**src/rtl/la_wb_initiator.sv**
```systemverilog
// Wishbone classic single-cycle initiator: valid/ready command in, one bus cycle out, response back.
// Define LA_WB_INIT_ERR_EN to add the wbm_err_i input, which ends a cycle with an error response.
module la_wb_initiator #(
  parameter int unsigned TIMEOUT = 255,
  parameter int unsigned TO_W    = 8
) (
  input  logic        wb_clk_i,
  input  logic        wb_rst_n_i,
  input  logic        cmd_valid_i,
  output logic        cmd_ready_o,
  input  logic        cmd_we_i,
  input  logic [31:0] cmd_adr_i,
  input  logic [31:0] cmd_dat_i,
  input  logic [3:0]  cmd_sel_i,
  output logic        rsp_valid_o,
  input  logic        rsp_ready_i,
  output logic [31:0] rsp_dat_o,
  output logic        rsp_err_o,
  output logic        wbm_cyc_o,
  output logic        wbm_stb_o,
  output logic        wbm_we_o,
  output logic [31:0] wbm_adr_o,
  output logic [31:0] wbm_dat_o,
  output logic [3:0]  wbm_sel_o,
`ifdef LA_WB_INIT_ERR_EN
  input  logic        wbm_err_i,
`endif
  input  logic        wbm_ack_i,
  input  logic [31:0] wbm_dat_i
);

  typedef enum logic [1:0] {
    S_IDLE,
    S_BUS,
    S_RESP
  } state_e;

  localparam logic [TO_W-1:0] WDOG_LAST = TO_W'((TIMEOUT == 0) ? 0 : TIMEOUT - 1);

  state_e            state_q, state_d;
  logic              cyc_q, cyc_d;
  logic              we_q, we_d;
  logic [31:0]       adr_q, adr_d;
  logic [31:0]       dat_q, dat_d;
  logic [3:0]        sel_q, sel_d;
  logic              rsp_valid_q, rsp_valid_d;
  logic [31:0]       rsp_dat_q, rsp_dat_d;
  logic              rsp_err_q, rsp_err_d;
  logic [TO_W-1:0]   wdog_q, wdog_d;
  logic              bus_err;
  logic              wdog_expired;

`ifdef LA_WB_INIT_ERR_EN
  assign bus_err = wbm_err_i;
`else
  assign bus_err = 1'b0;
`endif

  assign wdog_expired = (TIMEOUT != 0) && (wdog_q == WDOG_LAST);

  always_comb begin
    state_d     = state_q;
    cyc_d       = cyc_q;
    we_d        = we_q;
    adr_d       = adr_q;
    dat_d       = dat_q;
    sel_d       = sel_q;
    rsp_valid_d = rsp_valid_q;
    rsp_dat_d   = rsp_dat_q;
    rsp_err_d   = rsp_err_q;
    wdog_d      = wdog_q;
    case (state_q)
      S_IDLE: begin
        if (cmd_valid_i) begin
          we_d    = cmd_we_i;
          adr_d   = cmd_adr_i;
          dat_d   = cmd_dat_i;
          sel_d   = cmd_sel_i;
          cyc_d   = 1'b1;
          wdog_d  = '0;
          state_d = S_BUS;
        end
      end
      S_BUS: begin
        // ACK has priority over both ERR and the watchdog on the same edge.
        if (wbm_ack_i) begin
          cyc_d       = 1'b0;
          rsp_valid_d = 1'b1;
          rsp_err_d   = 1'b0;
          rsp_dat_d   = we_q ? '0 : wbm_dat_i;
          state_d     = S_RESP;
        end else if (bus_err || wdog_expired) begin
          cyc_d       = 1'b0;
          rsp_valid_d = 1'b1;
          rsp_err_d   = 1'b1;
          rsp_dat_d   = '0;
          state_d     = S_RESP;
        end else begin
          wdog_d = wdog_q + 1'b1;
        end
      end
      S_RESP: begin
        if (rsp_ready_i) begin
          rsp_valid_d = 1'b0;
          state_d     = S_IDLE;
        end
      end
      default: begin
        cyc_d   = 1'b0;
        state_d = S_IDLE;
      end
    endcase
  end

  always_ff @(posedge wb_clk_i or negedge wb_rst_n_i) begin
    if (!wb_rst_n_i) begin
      state_q     <= S_IDLE;
      cyc_q       <= 1'b0;
      we_q        <= 1'b0;
      adr_q       <= '0;
      dat_q       <= '0;
      sel_q       <= '0;
      rsp_valid_q <= 1'b0;
      rsp_dat_q   <= '0;
      rsp_err_q   <= 1'b0;
      wdog_q      <= '0;
    end else begin
      state_q     <= state_d;
      cyc_q       <= cyc_d;
      we_q        <= we_d;
      adr_q       <= adr_d;
      dat_q       <= dat_d;
      sel_q       <= sel_d;
      rsp_valid_q <= rsp_valid_d;
      rsp_dat_q   <= rsp_dat_d;
      rsp_err_q   <= rsp_err_d;
      wdog_q      <= wdog_d;
    end
  end

  assign cmd_ready_o = (state_q == S_IDLE);
  assign rsp_valid_o = rsp_valid_q;
  assign rsp_dat_o   = rsp_dat_q;
  assign rsp_err_o   = rsp_err_q;
  assign wbm_cyc_o   = cyc_q;
  assign wbm_stb_o   = cyc_q;
  assign wbm_we_o    = we_q;
  assign wbm_adr_o   = adr_q;
  assign wbm_dat_o   = dat_q;
  assign wbm_sel_o   = sel_q;

endmodule
```
**config.mk**
```make
export PLATFORM = sky130hd
export DESIGN_NAME = la_wb_initiator
export DESIGN_NICKNAME = d
export VERILOG_FILES = /design/src/rtl/la_wb_initiator.sv
export SDC_FILE = /design/constraint.sdc
export NUM_CORES = 1
export LEC_CHECK = 0
export ABC_AREA = 1
export ABC_CLOCK_PERIOD_IN_PS = 1900
export BUFFER_PORTS_ARGS = -buffer_cell sky130_fd_sc_hd__buf_4
export CAP_MARGIN = 10
export CELL_PAD_IN_SITES_DETAIL_PLACEMENT = 0
export CELL_PAD_IN_SITES_GLOBAL_PLACEMENT = 1
export CORE_UTILIZATION = 33
export DETAILED_ROUTE_END_ITERATION = 6
export PLACE_DENSITY_LB_ADDON = 0.1
export SYNTH_ARGS = -nofsm -noshare
export SYNTH_HDL_FRONTEND = slang
export SYNTH_SLANG_ARGS = --single-unit
export TNS_END_PERCENT = 10
```
**constraint.sdc**
```tcl
create_clock -name wb_clk_i -period 1.9 [get_ports wb_clk_i]
set_clock_uncertainty 0.1 [all_clocks]
set_input_delay 0.38 -clock wb_clk_i [delete_from_list [all_inputs] [get_ports wb_clk_i]]
set_output_delay 0.38 -clock wb_clk_i [all_outputs]
set_load 0.02 [all_outputs]
```
Yosys cells after proc, flatten, opt, wreduce, memory -nomap -nowiden
Cells that the tools add are included.
Widths: inputs -> output; s select.

word-level totals
  register bits = 114
  input port bits = 106
  logic and storage cells = 51

operators by class
  add/sub/neg operators = 1
  eq/ne operators = 8
  mux-type cells = 21
  bitwise gates (word level) = 1
  reduce and logical (&&, ||, !) cells = 10

operators by type and width
  kind                 count
  $mux 32              3
  $mux 8               3
  $pmux 8 s2           1
  $reduce_and 3->1     3
  $add 8x1->8 const B  1
  $eq 8x8->1 const B   1
  $mux 2               4
  $ne 2x2->1 const B   4
  $mux 1               7
  $pmux 2 s3           1
  $reduce_bool 2->1    3
  $reduce_and 2->1     2
  $reduce_and 4->1     1
  $ne 3x3->1 const B   1
  $pmux 1 s3           1
  $eq 2x1->1 const B   1
  $eq 2x2->1 const B   1
  $logic_not 2->1      1
  $pmux 1 s2           1
  $not 1->1            1

Longest topological paths before layout
  depth after elaboration = 4
  gate-level depth with buffers = 9
  depth with buffers taken out = 8

Worst setup path before layout
No wires, ideal clock.

  path type = register to register
  from = register wdog_q[0]
  to = register wdog_q[1]
  library setup time = 76 ps
  data arrival time = 1,260 ps
  required time = 1,724 ps
  path slack = 464 ps
  stages on the path, launching flop included = 10
  period minus slack after synthesis = 1,436 ps
  cell sequence = dfrtp_1 inv_1 ha_1 inv_1 nor2_2 nand3_4 nand3_2 buf_6 nand2_1 o21ai_1

between the ends
  longest elaborated chain between the ends = 4
  elaborated cells on any way between the ends = 7
  those cells by class = 1 x add/sub; 2 x eq/ne; 3 x mux; 1 x reduce/logical

ends and longest elaborated chain
  what                    RTL line  text
  from (decl)             49        logic [TO_W-1:0] wdog_q, wdog_d;
  from (signal assigned)  137       wdog_q <= wdog_d;
  $add 8x1->8             99        wdog_d = wdog_q + 1'b1;
  $mux 8                  92        end else if (bus_err || wdog_expired) begin
  $mux 8                  86        if (wbm_ack_i) begin
  $pmux 8 s2              72        case (state_q)

Several ways; a longest one is shown, not always the timed one. The select of a mux whose other input is x is not followed.
A chain may end at the register's enable or synchronous reset.

Worst setup path in the final report
  from = register state_q[1]
  to = output port cmd_ready_o

between the ends
  longest elaborated chain between the ends = 1

ends and longest elaborated chain
  what                    RTL line  text
  from (decl)             40        state_e state_q, state_d;
  from (signal assigned)  128       state_q <= state_d;
  $logic_not 2->1         141       assign cmd_ready_o = (state_q == S_IDLE);
  to (decl)               10        output logic cmd_ready_o,

Every way passes these cells.

==> impl_metrics.tcl <==
set metrics [dict create \
    place_congestion 0.791 \
    p_seq_share_pct 33.6 \
    hold_buffers 1 \
    h-tree-depth 4 \
    p_sw_mw 4.79 \
    hold_viol 0 \
    cts_tree "built" \
    clock_sinks 114 \
    synth_xor_area_share_pct 0 \
    yosys.area_share.adder_pct 0.540 \
    drc 0 \
    tightest_slew_ns 0.356 \
    root_buffer "clkbuf_16" \
    synth_seq_cells 114 \
    path_cells "nor2_2, buf_4" \
    syn-num-nets 636 \
    synth_compound_area_share_pct 1.95 \
    drv_slew 0 \
    grt_max_degree 55 \
    postRouteAntennaNets 0 \
    cts_made_buffers 17 \
    post-route-min-period_ns 1.67 \
    num_io_pins 212 \
    cts_resized 0 \
    critPathCaptureType "output pin" \
    drive_above_1_share_pct 34.7 \
    p_leak_nw 3.83 \
    drv_cap 0 \
    diodes 0 \
    hold_path_class "input pin to register" \
    die_h_um 120 \
    hold_depth 3 \
    area_growth_pct 50.8 \
    synth_cell_types 23 \
    first_pass_iters 5 \
    synth_top_family_by_area "simple AND/OR/NAND/NOR gates" \
    required_ns 1.42 \
    wl_per_cell_um 13.9 \
    async_flop_share_pct 100 \
    swShare_pct 39.2 \
    path_class "register to output pin" \
    slew_headroom_pct 76.3 \
    tns_ns 0 \
    yosys.area_share.simple_pct 31.7 \
    die_w_um 120 \
    p_clk_share_pct 23.5 \
    start_kind "register" \
    critPathBufInv 1 \
    status "completed" \
    fmax_mhz 598 \
    rr_worst_depth 8 \
    ctsLongestPathBuffers 2 \
    nNetsFinal 850 \
    power_density_nw_per_um2 1750 \
    grt_pass1_wl_mm 21.1 \
    p_int_mw 7.44 \
    cp_slowest_stage_delay_ns 0.45 \
    totalWireLength_mm 12.9 \
    drt-initial-drc-count 202 \
    setup_viol 0 \
    clock_latency_ns 0.40 \
    avgSynthCellArea_um2 8.77 \
    crit_family "flip-flops" \
    start_util_pct 34.4 \
    cp_slowest_cell "dfrtp_1" \
    synthFlopType "dfrtp_1" \
    grt_usage_pct 19.1 \
    fillers 1304 \
    max-vdd-ir-drop_mv 0.828 \
    crit_arrival_ns 1.19 \
    vias_per_cell 4.54 \
    die_area_um2 14500 \
    combinationalPowerShare_pct 42.9 \
    core-area_um2 13500 \
    whs_ns 0.0617 \
    yosysWarnings 0 \
    grt-ovfl-total 0 \
    antenna_found_initial 0 \
    rsz0062_at_grt "no" \
    synth_edf_count 0 \
    yosysSeqAreaShare_pct 61.6 \
    syn-cell-area_um2 4630 \
    syn-instance-count 528 \
    crit_path_max_fanout 6 \
    num_rows 42 \
    post-dp-hpwl_mm 9.11 \
    clkTransAtPathRegs_ns 0.05 \
    cts_setup_buffers 0 \
    routed-via-count 4218 \
    port_buffers 211 \
    period_share_pct 88.0 \
    synth_mux_area_share_pct 0 \
    path_depth 2 \
    grt_pass1_vias 4205 \
]
[synthesized netlist by cell type (2+ instances only)]
| cell type | n | area, µm² |
|---|---|---|
| nand2_1 | 266 | 998 |
| dfrtp_1 | 114 | 2850 |
| nand3_1 | 75 | 375 |
| buf_2 | 23 | 115 |
| inv_1 | 10 | 37.5 |
| o21ai_1 | 6 | 30.0 |
| nor2_1 | 5 | 18.8 |
| clkbuf_1 | 4 | 15.0 |
| o21ai_0 | 4 | 20.0 |
| nor2_2 | 3 | 18.8 |
| a21oi_1 | 2 | 10.0 |
| ha_1 | 2 | 25.0 |
| inv_2 | 2 | 7.51 |
| nand2_2 | 2 | 12.5 |
| o21bai_1 | 2 | 15.0 |
[metrics by stage]
| step | cells | power, mW | setup slack [ns] | util (%) | cell area (µm²) |
|---|---|---|---|---|---|
| after global placement | 898 | 9.37 | 0.343 | 47.8 | 6430 |
| final | 930 | 12.2 | 0.228 | 51.9 | 6980 |
| after detailed placement | 898 | 9.46 | 0.295 | 47.8 | 6430 |
| after floorplan | 528 | 7.00 | 0.464 | - | 4630 |
| after global routing | 930 | 13.1 | 0.135 | 51.9 | 6980 |
| after CTS | 930 | 12.4 | 0.192 | 51.9 | 6980 |
[placed cells by master (no fill, tap or decap)]
cell type | netlist | routed
clkbuf_1 | 4 | 4
a21boi_0 | 1 | 1
clkinvlp_4 | 0 | 1
or2_2 | 1 | 1
ha_1 | 2 | 2
buf_4 | 1 | 219
o21ai_1 | 6 | 6
nor2_4 | 1 | 1
nor2_1 | 5 | 4
clkbuf_8 | 0 | 6
dfrtp_1 | 114 | 114
o21ai_0 | 4 | 4
clkinv_2 | 0 | 3
buf_12 | 0 | 4
dlygate4sd3_1 | 0 | 1
nor2_2 | 3 | 4
nand3_4 | 1 | 1
a21oi_1 | 2 | 2
o21bai_1 | 2 | 2
nand3_1 | 75 | 75
inv_2 | 2 | 2
o211ai_1 | 1 | 1
nand3_2 | 1 | 1
nand2_1 | 266 | 266
nand2_2 | 2 | 2
inv_1 | 10 | 10
clkbuf_16 | 0 | 17
[tightest hold or removal path, delay by kind of cell]
kind	cells	cell delay [ns]
buffers and inverters	1	0.07
and+or+nand+nor	2	0.08
[layer usage]
layer  part of all wire, %  vias up  global-route usage [%]
li1                      -     2089                       -
met1                    41     1976                    22.9
met2                    49      146                    31.0
met3                   8.5        7                    8.07
met4                  0.74        0                    5.79
met5                     0        -                       0
[sequential cells by signal (all words and copies together), names as in the netlist]
register     flops
wbm_we_o         1
rsp_err_o        1
rsp_dat_o       32
rsp_valid_o      1
wdog_q           8
state_q          2
wbm_dat_o       32
wbm_sel_o        4
wbm_cyc_o        1
wbm_adr_o       32
[cell families (layout without fill, tap and decap cells)]
group,after synthesis,count (layout)
simple gates,355,355
fa+ha+maj,2,2
flops,114,114
compound gates,16,16
buf+inv,41,267
[power by group through the flow]
stage               combinational (mW)  clock, mW  sequential, mW
finish                            5.25       2.88            4.11
global route                      5.76       3.08            4.23
CTS                               5.34       2.96            4.12
detailed placement                5.34          0            4.12
global placement                  5.27          0            4.10
floorplan                         1.72          0            5.27
[final timing paths]
kind / slack, ns / endpoint / start
max in group asynchronous: 0.76 / rsp_dat_o[17] / wb_rst_n_i
worst max register to register: 0.31 / rsp_dat_o[19] / wdog_q[0]
min in group asynchronous: 0.32 / wbm_adr_o[15] / wb_rst_n_i
worst min-delay path: 0.06 / wbm_dat_o[4] / cmd_dat_i[4]
worst max-delay path: 0.23 / cmd_ready_o / state_q[1]
worst min register to register: 0.38 / wbm_adr_o[4] / wbm_adr_o[4]
[final cells by class]
class / instances / area, µm² / area share (%)
multi-input combinational: 373 / 1590 / 22.7
tap: 176 / 220 / 3.15
timing repair buffer: 224 / 1730 / 24.8
sequential: 114 / 2850 / 40.8
clock buffer: 27 / 523 / 7.49
clock inverter: 4 / 22.5 / 0.322
inverter: 12 / 45.0 / 0.645
Power figures use the tool's default switching activity.
